$ cat config.mk
export PLATFORM = sky130hd
export DESIGN_NAME = ddr3_burst_sched
export DESIGN_NICKNAME = d
export VERILOG_FILES = /design/src/rtl/ddr3_sched_pkg.sv /design/src/rtl/ddr3_load_sync.sv /design/src/rtl/ddr3_burst_sched.sv
export SDC_FILE = /design/constraint.sdc
export NUM_CORES = 1
export LEC_CHECK = 0
export ABC_AREA = 1
export CAP_MARGIN = 40
export CORE_MARGIN = 3
export CORE_UTILIZATION = 58
export CTS_CLUSTER_DIAMETER = 100
export DETAILED_ROUTE_END_ITERATION = 8
export GPL_TIMING_DRIVEN = 0
export PLACE_DENSITY = 0.92
export SETUP_SLACK_MARGIN = 0.02
export SLEW_MARGIN = 5
export SYNTH_ARGS = -nofsm -noshare
export SYNTH_HDL_FRONTEND = slang
export SYNTH_SLANG_ARGS = --single-unit
export TNS_END_PERCENT = 100
$ cat constraint.sdc
create_clock -name ui_clk -period 15.5 [get_ports ui_clk]
set_input_delay 4.65 -clock ui_clk [delete_from_list [all_inputs] [get_ports ui_clk]]
set_output_delay 4.65 -clock ui_clk [all_outputs]
set_load 0.01 [all_outputs]
$ cat src/rtl/ddr3_sched_pkg.sv
// Shared types and default sizing for the DDR3 burst scheduler.
package ddr3_sched_pkg;

  localparam int DEF_ADDR_W      = 28;
  localparam int DEF_LEN_W       = 10;
  localparam int DEF_CNT_W       = 11;
  localparam int DEF_RFIFO_DEPTH = 1024;

  // The ping-pong bank bit takes the place of the top address bit.
  localparam int BANK_BIT_FROM_TOP = 1;

  typedef enum logic [1:0] {
    ST_IDLE    = 2'd0,
    ST_ARB     = 2'd1,
    ST_WR_WAIT = 2'd2,
    ST_RD_WAIT = 2'd3
  } sched_state_e;

endpackage

$ cat src/rtl/ddr3_load_sync.sv
// Two-flop synchroniser plus rising-edge detector for a frame-start strobe
// arriving from a foreign clock domain.
module ddr3_load_sync (
  input  logic ui_clk,
  input  logic rst_n,
  input  logic load_async,
  output logic load_pulse
);

  logic meta_r;
  logic sync_r;
  logic sync_d_r;

  // Synchronise the strobe and keep one delayed copy for edge detection
  always_ff @(posedge ui_clk or negedge rst_n) begin
    if (!rst_n) begin
      meta_r   <= 1'b0;
      sync_r   <= 1'b0;
      sync_d_r <= 1'b0;
    end else begin
      meta_r   <= load_async;
      sync_r   <= meta_r;
      sync_d_r <= sync_r;
    end
  end

  // Both operands are flops, so the pulse is clean for one ui_clk cycle
  always_comb begin
    load_pulse = sync_r & ~sync_d_r;
  end

endmodule

$ cat src/rtl/ddr3_burst_sched.sv
// Burst request scheduler between the pixel FIFO pair and the AXI burst
// master. Issues one write or read burst at a time, with wrapping address
// windows and optional two-bank ping-pong.
// Build option: DDR3_SCHED_ROUND_ROBIN_EN -- when defined, ties alternate
// between write and read; otherwise write has strict priority.
module ddr3_burst_sched
  import ddr3_sched_pkg::*;
#(
  parameter int ADDR_W      = DEF_ADDR_W,
  parameter int LEN_W       = DEF_LEN_W,
  parameter int CNT_W       = DEF_CNT_W,
  parameter int RFIFO_DEPTH = DEF_RFIFO_DEPTH
) (
  input  logic              ui_clk,
  input  logic              rst_n,
  input  logic              init_done,
  input  logic [CNT_W-1:0]  wfifo_rcount,
  input  logic [CNT_W-1:0]  rfifo_wcount,
  input  logic [ADDR_W-1:0] addr_wr_min,
  input  logic [ADDR_W-1:0] addr_wr_max,
  input  logic [ADDR_W-1:0] addr_rd_min,
  input  logic [ADDR_W-1:0] addr_rd_max,
  input  logic [LEN_W-1:0]  wr_burst_len,
  input  logic [LEN_W-1:0]  rd_burst_len,
  input  logic              wr_load,
  input  logic              rd_load,
  input  logic              pingpang_en,
  input  logic              read_valid,
  output logic              wr_req,
  output logic [ADDR_W-1:0] wr_addr,
  output logic [LEN_W-1:0]  wr_len,
  input  logic              wr_done,
  output logic              rd_req,
  output logic [ADDR_W-1:0] rd_addr,
  output logic [LEN_W-1:0]  rd_len,
  input  logic              rd_done,
  output logic              wr_bank,
  output logic              rd_bank
);

  localparam int BANK_POS = ADDR_W - BANK_BIT_FROM_TOP;
  localparam int SUM_W    = CNT_W + 1;
  localparam int PTR_W    = ADDR_W + 1;
  localparam logic [SUM_W-1:0] RFIFO_CAP = SUM_W'(RFIFO_DEPTH);

  sched_state_e state_r;
  sched_state_e state_nxt_s;

  logic              wr_load_s;
  logic              rd_load_s;
  logic              wr_elig_s;
  logic              rd_elig_s;
  logic              wr_elig_r;
  logic              rd_elig_r;
  logic [SUM_W-1:0]  rd_need_s;
  logic              pick_wr_s;
  logic              pick_rd_s;
  logic              issue_wr_s;
  logic              issue_rd_s;
  logic              wr_fin_s;
  logic              rd_fin_s;
  logic [ADDR_W-1:0] wr_ptr_r;
  logic [ADDR_W-1:0] rd_ptr_r;
  logic              wr_pend_r;
  logic              rd_pend_r;
  logic [ADDR_W-1:0] wr_addr_nxt_s;
  logic [ADDR_W-1:0] rd_addr_nxt_s;
  logic [PTR_W-1:0]  wr_step_s;
  logic [PTR_W-1:0]  rd_step_s;
  logic [PTR_W-1:0]  wr_end_s;
  logic [PTR_W-1:0]  rd_end_s;
  logic              wr_wrap_s;
  logic              rd_wrap_s;

  ddr3_load_sync u_wr_load (
    .ui_clk     (ui_clk),
    .rst_n      (rst_n),
    .load_async (wr_load),
    .load_pulse (wr_load_s)
  );

  ddr3_load_sync u_rd_load (
    .ui_clk     (ui_clk),
    .rst_n      (rst_n),
    .load_async (rd_load),
    .load_pulse (rd_load_s)
  );

  // FIFO-level thresholds; the read sum is one bit wider so it cannot wrap
  always_comb begin
    rd_need_s = SUM_W'(rfifo_wcount) + SUM_W'(rd_burst_len);
    wr_elig_s = (wfifo_rcount >= CNT_W'(wr_burst_len));
    if (read_valid) begin
      rd_elig_s = (rd_need_s <= RFIFO_CAP);
    end else begin
      rd_elig_s = 1'b0;
    end
  end

  // Register eligibility so the arbiter sees a clean, one-cycle-old level
  always_ff @(posedge ui_clk or negedge rst_n) begin
    if (!rst_n) begin
      wr_elig_r <= 1'b0;
      rd_elig_r <= 1'b0;
    end else begin
      wr_elig_r <= wr_elig_s;
      rd_elig_r <= rd_elig_s;
    end
  end

`ifdef DDR3_SCHED_ROUND_ROBIN_EN
  logic last_rd_r;

  // Remember which side was served last; starts as read so write goes first
  always_ff @(posedge ui_clk or negedge rst_n) begin
    if (!rst_n) begin
      last_rd_r <= 1'b1;
    end else if (issue_wr_s) begin
      last_rd_r <= 1'b0;
    end else if (issue_rd_s) begin
      last_rd_r <= 1'b1;
    end
  end

  // On a tie the side not served last wins
  always_comb begin
    pick_wr_s = 1'b0;
    pick_rd_s = 1'b0;
    if (wr_elig_r && rd_elig_r) begin
      pick_wr_s = last_rd_r;
      pick_rd_s = ~last_rd_r;
    end else begin
      pick_wr_s = wr_elig_r;
      pick_rd_s = rd_elig_r;
    end
  end
`else
  // Write always wins a tie
  always_comb begin
    pick_wr_s = wr_elig_r;
    pick_rd_s = rd_elig_r & ~wr_elig_r;
  end
`endif

  // FSM state register
  always_ff @(posedge ui_clk or negedge rst_n) begin
    if (!rst_n) begin
      state_r <= ST_IDLE;
    end else begin
      state_r <= state_nxt_s;
    end
  end

  // FSM next-state: a burst in flight always completes before leaving
  always_comb begin
    state_nxt_s = state_r;
    case (state_r)
      ST_IDLE: begin
        if (init_done) state_nxt_s = ST_ARB;
        else           state_nxt_s = ST_IDLE;
      end
      ST_ARB: begin
        if (!init_done)     state_nxt_s = ST_IDLE;
        else if (pick_wr_s) state_nxt_s = ST_WR_WAIT;
        else if (pick_rd_s) state_nxt_s = ST_RD_WAIT;
        else                state_nxt_s = ST_ARB;
      end
      ST_WR_WAIT: begin
        if (wr_done) state_nxt_s = init_done ? ST_ARB : ST_IDLE;
        else         state_nxt_s = ST_WR_WAIT;
      end
      ST_RD_WAIT: begin
        if (rd_done) state_nxt_s = init_done ? ST_ARB : ST_IDLE;
        else         state_nxt_s = ST_RD_WAIT;
      end
      default: state_nxt_s = ST_IDLE;
    endcase
  end

  // FSM outputs: issue strobes and done acceptance (dones outside a wait are dropped)
  always_comb begin
    issue_wr_s = 1'b0;
    issue_rd_s = 1'b0;
    wr_fin_s   = 1'b0;
    rd_fin_s   = 1'b0;
    case (state_r)
      ST_ARB: begin
        if (init_done) begin
          issue_wr_s = pick_wr_s;
          issue_rd_s = pick_rd_s;
        end else begin
          issue_wr_s = 1'b0;
          issue_rd_s = 1'b0;
        end
      end
      ST_WR_WAIT: wr_fin_s = wr_done;
      ST_RD_WAIT: rd_fin_s = rd_done;
      default: begin
        issue_wr_s = 1'b0;
        issue_rd_s = 1'b0;
      end
    endcase
  end

  // Start addresses with the bank bit substituted in ping-pong mode
  always_comb begin
    wr_addr_nxt_s = wr_ptr_r;
    rd_addr_nxt_s = rd_ptr_r;
    if (pingpang_en) begin
      wr_addr_nxt_s[BANK_POS] = wr_bank;
      rd_addr_nxt_s[BANK_POS] = rd_bank;
    end else begin
      wr_addr_nxt_s[BANK_POS] = wr_ptr_r[BANK_POS];
      rd_addr_nxt_s[BANK_POS] = rd_ptr_r[BANK_POS];
    end
  end

  // Pointer advance and wrap test: wrap when the following burst would overrun max
  always_comb begin
    wr_step_s = PTR_W'(wr_ptr_r) + PTR_W'(wr_len);
    wr_end_s  = wr_step_s + PTR_W'(wr_len);
    wr_wrap_s = (wr_end_s > PTR_W'(addr_wr_max));
    rd_step_s = PTR_W'(rd_ptr_r) + PTR_W'(rd_len);
    rd_end_s  = rd_step_s + PTR_W'(rd_len);
    rd_wrap_s = (rd_end_s > PTR_W'(addr_rd_max));
  end

  // Request pulses and burst descriptors, held until the next issue
  always_ff @(posedge ui_clk or negedge rst_n) begin
    if (!rst_n) begin
      wr_req  <= 1'b0;
      rd_req  <= 1'b0;
      wr_addr <= {ADDR_W{1'b0}};
      rd_addr <= {ADDR_W{1'b0}};
      wr_len  <= {LEN_W{1'b0}};
      rd_len  <= {LEN_W{1'b0}};
    end else begin
      wr_req <= issue_wr_s;
      rd_req <= issue_rd_s;
      if (issue_wr_s) begin
        wr_addr <= wr_addr_nxt_s;
        wr_len  <= wr_burst_len;
      end
      if (issue_rd_s) begin
        rd_addr <= rd_addr_nxt_s;
        rd_len  <= rd_burst_len;
      end
    end
  end

  // Write pointer/bank; a frame-start during a burst is deferred to its done
  always_ff @(posedge ui_clk or negedge rst_n) begin
    if (!rst_n) begin
      wr_ptr_r  <= {ADDR_W{1'b0}};
      wr_pend_r <= 1'b0;
      wr_bank   <= 1'b0;
    end else if (state_r == ST_IDLE && init_done) begin
      wr_ptr_r  <= addr_wr_min;
      wr_pend_r <= 1'b0;
    end else if (wr_fin_s) begin
      if (wr_pend_r || wr_load_s) begin
        wr_ptr_r  <= addr_wr_min;
        wr_pend_r <= 1'b0;
      end else if (wr_wrap_s) begin
        wr_ptr_r <= addr_wr_min;
        wr_bank  <= pingpang_en ? ~wr_bank : 1'b0;
      end else begin
        wr_ptr_r <= wr_step_s[ADDR_W-1:0];
      end
    end else if (wr_load_s) begin
      if (state_r == ST_WR_WAIT || issue_wr_s) wr_pend_r <= 1'b1;
      else                                     wr_ptr_r  <= addr_wr_min;
    end
  end

  // Read pointer/bank; at a read wrap, read the frame the writer just finished
  always_ff @(posedge ui_clk or negedge rst_n) begin
    if (!rst_n) begin
      rd_ptr_r  <= {ADDR_W{1'b0}};
      rd_pend_r <= 1'b0;
      rd_bank   <= 1'b0;
    end else if (state_r == ST_IDLE && init_done) begin
      rd_ptr_r  <= addr_rd_min;
      rd_pend_r <= 1'b0;
    end else if (rd_fin_s) begin
      if (rd_pend_r || rd_load_s) begin
        rd_ptr_r  <= addr_rd_min;
        rd_pend_r <= 1'b0;
      end else if (rd_wrap_s) begin
        rd_ptr_r <= addr_rd_min;
        rd_bank  <= pingpang_en ? ~wr_bank : 1'b0;
      end else begin
        rd_ptr_r <= rd_step_s[ADDR_W-1:0];
      end
    end else if (rd_load_s) begin
      if (state_r == ST_RD_WAIT || issue_rd_s) rd_pend_r <= 1'b1;
      else                                     rd_ptr_r  <= addr_rd_min;
    end
  end

endmodule

==> results.toml <==
[run_status]
outcome = "complete, no violations"

[yosys]
ys_ff_latch = 148
syn_area_mm2 = 0.0128
avgSynthCellArea_um2 = 6.64
synth.top_cells.by_area = "dfrtp_1, nand2_1, ha_1, inv_1, nand3_1"
synth_cell_type_count = 45
synth_top_area_share_pct = 29.0
synth_cells = 1925
synth_ff_type = "dfrtp_1"
yosysWarnings = 0
syn_nets = 2211
synth-edff-count = 0
synth_commonest_cells = "nand2_1, inv_1, dfrtp_1"
async_reset_ff_share_pct = 100
yosysTopAreaCell = "dfrtp_1"
yosysMostFrequentCell = "nand2_1"
ys_seq_area_share_pct = 29.0

[setup_path]
path_cells = "clkdlybuf4s50_1 > nand4_1 > inv_1 > nor2_1 > a21oi_1 > clkbuf_1 > clkbuf_1 > nand2_1 > nand2_1"
reg2reg_slack_ns = 8.89
r2r_end = "rd_ptr_r[19]"
r2r_cells = 36
r2r-start = "rd_len[0]"
crit_slowest_cell = "nand4_1"
critPathRequiredTime_ns = 15.85
path_depth = 9
slowest_delay_ns = 0.60
crit_buf_inv = 4
critPathArrivalTime_ns = 7.83
crit_family = "buffers and inverters"
critPathCaptureType = "flip-flop"
startpoint_type = "primary input"
crit_type = "primary input to flip-flop"
crit_fanout = 10

[sta]
hold_violations = 0
drv_slew = 0
period_minus_slack_ns = 7.48
fin_skew_ns = 0.0152
finalSetupTns_ns = 0
finalSetupViolCount = 0
rsz0062_at_grt = "false"
min_period_over_period_pct = 48.2
relSlewSlack_pct = 42.9
fmax_mhz = 134
worst_slew_pin_slew_ns = 0.850

[placed_design]
hpwl_um = 34600
io_buffers = 242
gp_congestion = 1.00
postPlaceCellArea_mm2 = 0.0156

[global_routing]
overflow = 0
grt_pass1_wl_um = 67600
use_met1_pct = 41.7
grt_use_total_pct = 35.1
grt_pass1_vias = 13700
top_usage_layer = "met2"
grt_antenna_before_repair = 1
grt_util_met3_pct = 5.43
gr-usage-met2_pct = 62.3
grt_max_degree = 93

[run]
cap_violations = 0

[detailed_routing]
dr.pass1.iters = 5
num_vias = 13700
route.detailed.drc = 0
routedWlPerCell_um = 17.1
ant_nets = 0
vias_per_cell = 5.52
drt_wl_total_um = 42300
drt_iter0_markers = 1029

[layout]
drive_above_1_share_pct = 3.59
nets = 2473
fin_area_mm2 = 0.0161
area_delta_synth_final_pct = 26.2
fillers = 1617

[clock_tree]
cts_sinks = 148
post_cts_buffers = 0
cts_max_path_buffers = 2
clk_latency_ns = 0.43
cts_resized = 0
cts_inserted_buffers = 17
cts_hold_buf = 0
cts_htree_levels = 4
cts_root_buffer = "clkbuf_16"
cts_tree = "done"
clk_pin_slew_worst_paths_ns = 0.06

[min_path]
min_to = "u_rd_load.sync_r"
min_from = "u_rd_load.meta_r"
min_path_type = "flip-flop to flip-flop"
worstHoldPathCells = 0

[floorplanning]
pin_count = 243
core_area_mm2 = 0.0214
initial_utilization_pct = 59.8
die_h_um = 154
num_rows = 53
fp.dieW_um = 154
fp.dieArea_mm2 = 0.0238

[power]
leakage_nw = 8.69
ir_worst_vdd_mv = 0.254
power_density_mw_per_mm2 = 227
-- worst reg2reg max path: cells and delay by family (launching register included) --
kind,cells,cell delay [ns]
buffers and inverters,5,0.94
DFF,1,0.45
adders and majority gates,4,1.04
AOI/OAI and AO/OA,6,1.25
xor gates and xnor gates,1,0.20
and+or+nand+nor,20,2.65
-- routing by layer --
metal / part of all wire (%) / wire, um
met1: 38 / 16200
met2: 50 / 20900
met3: 7.4 / 3130
met4: 4.9 / 2080
met5: 0 / 0
-- area by class of cell --
cell class	instances	area [um^2]	area share (%)
tap	275	344	2.13
clock inverter	11	105	0.652
timing repair buffer	243	2450	15.2
multi-input combinational	1418	7660	47.5
clock buffer	19	443	2.75
buffer	41	218	1.35
antenna	1	2.50	0.0155
sequential	148	3700	23.0
inverter	318	1190	7.40
-- worst max path at each step --
stage | startpoint | to | slack, ns
finish | init_done | rd_ptr_r[3] | 8.02
global route | init_done | rd_ptr_r[3] | 7.88
CTS | init_done | rd_ptr_r[3] | 8.10
detailed placement | addr_rd_max[2] | rd_ptr_r[14] | 7.72
global placement | rst_n | wr_ptr_r[25] | 3.79
floorplan | addr_rd_max[12] | rd_ptr_r[11] | 8.77
-- cell usage in the layout, fill, tap and decap left out, drive strengths merged --
cell / synthesis / final
nand3b: 7 / 7
and3: 2 / 2
nor3b: 1 / 1
a211oi: 2 / 2
a21oi: 64 / 64
fa: 5 / 5
o21bai: 7 / 7
clkbuf: 26 / 45
nand3: 141 / 141
clkinvlp: 0 / 4
bufinv: 0 / 1
clkdlybuf4s50: 0 / 241
xnor2: 19 / 19
nand2: 683 / 683
or2: 1 / 1
o21a: 1 / 1
nor4: 7 / 7
nand2b: 1 / 1
clkinv: 0 / 4
and2: 3 / 3
diode: 0 / 1
xor2: 58 / 58
o221ai: 2 / 2
o21ai: 84 / 84
nor3: 29 / 29
nand4: 54 / 54
o31ai: 2 / 2
a22oi: 1 / 1
a21boi: 1 / 1
buf: 15 / 17
inv: 318 / 320
a31oi: 5 / 5
ha: 118 / 118
nor2: 117 / 117
dfrtp: 148 / 148
a21o: 3 / 3
-- through the flow --
stage                     cells  setup slack (ns)  hold WS (ns)  total power [mW]  utilization [%]
after floorplan            1925              8.77         0.331              2.35                -
after global placement     2442              3.79         0.336              3.06             72.8
after detailed placement   2443              7.72         0.335              3.19             72.9
after CTS                  2473              8.10         0.349              3.61             75.5
after global routing       2474              7.88         0.370              3.97             75.5
final                      2474              8.02         0.349              3.65             75.5
-- sequential cells by signal (all words and copies together) (netlist names), 2 cells and up --
register and count:
wr_addr 28, rd_ptr_r 28, wr_ptr_r 28, state_r 2, rd_len 10, rd_addr 28, wr_len 10
-- report_power, final --
group	internal [mW]	total [mW]	switching, mW
clock network	0.224	0.401	0.176
registers	0.562	0.768	0.206
logic	0.954	2.48	1.53
total	1.74	3.65	1.91
-- kinds of logic after synthesis --
family                     count (synthesis)  share of synthesized area, %
buffers and inverters                    359                          11.0
DFF                                      148                          29.0
adders and majority gates                123                          12.3
AOI/OAI and AO/OA                        172                          7.24
xor gates and xnor gates                  77                          5.40
and+or+nand+nor                         1046                          35.0
(Power assumes the default switching activity.)
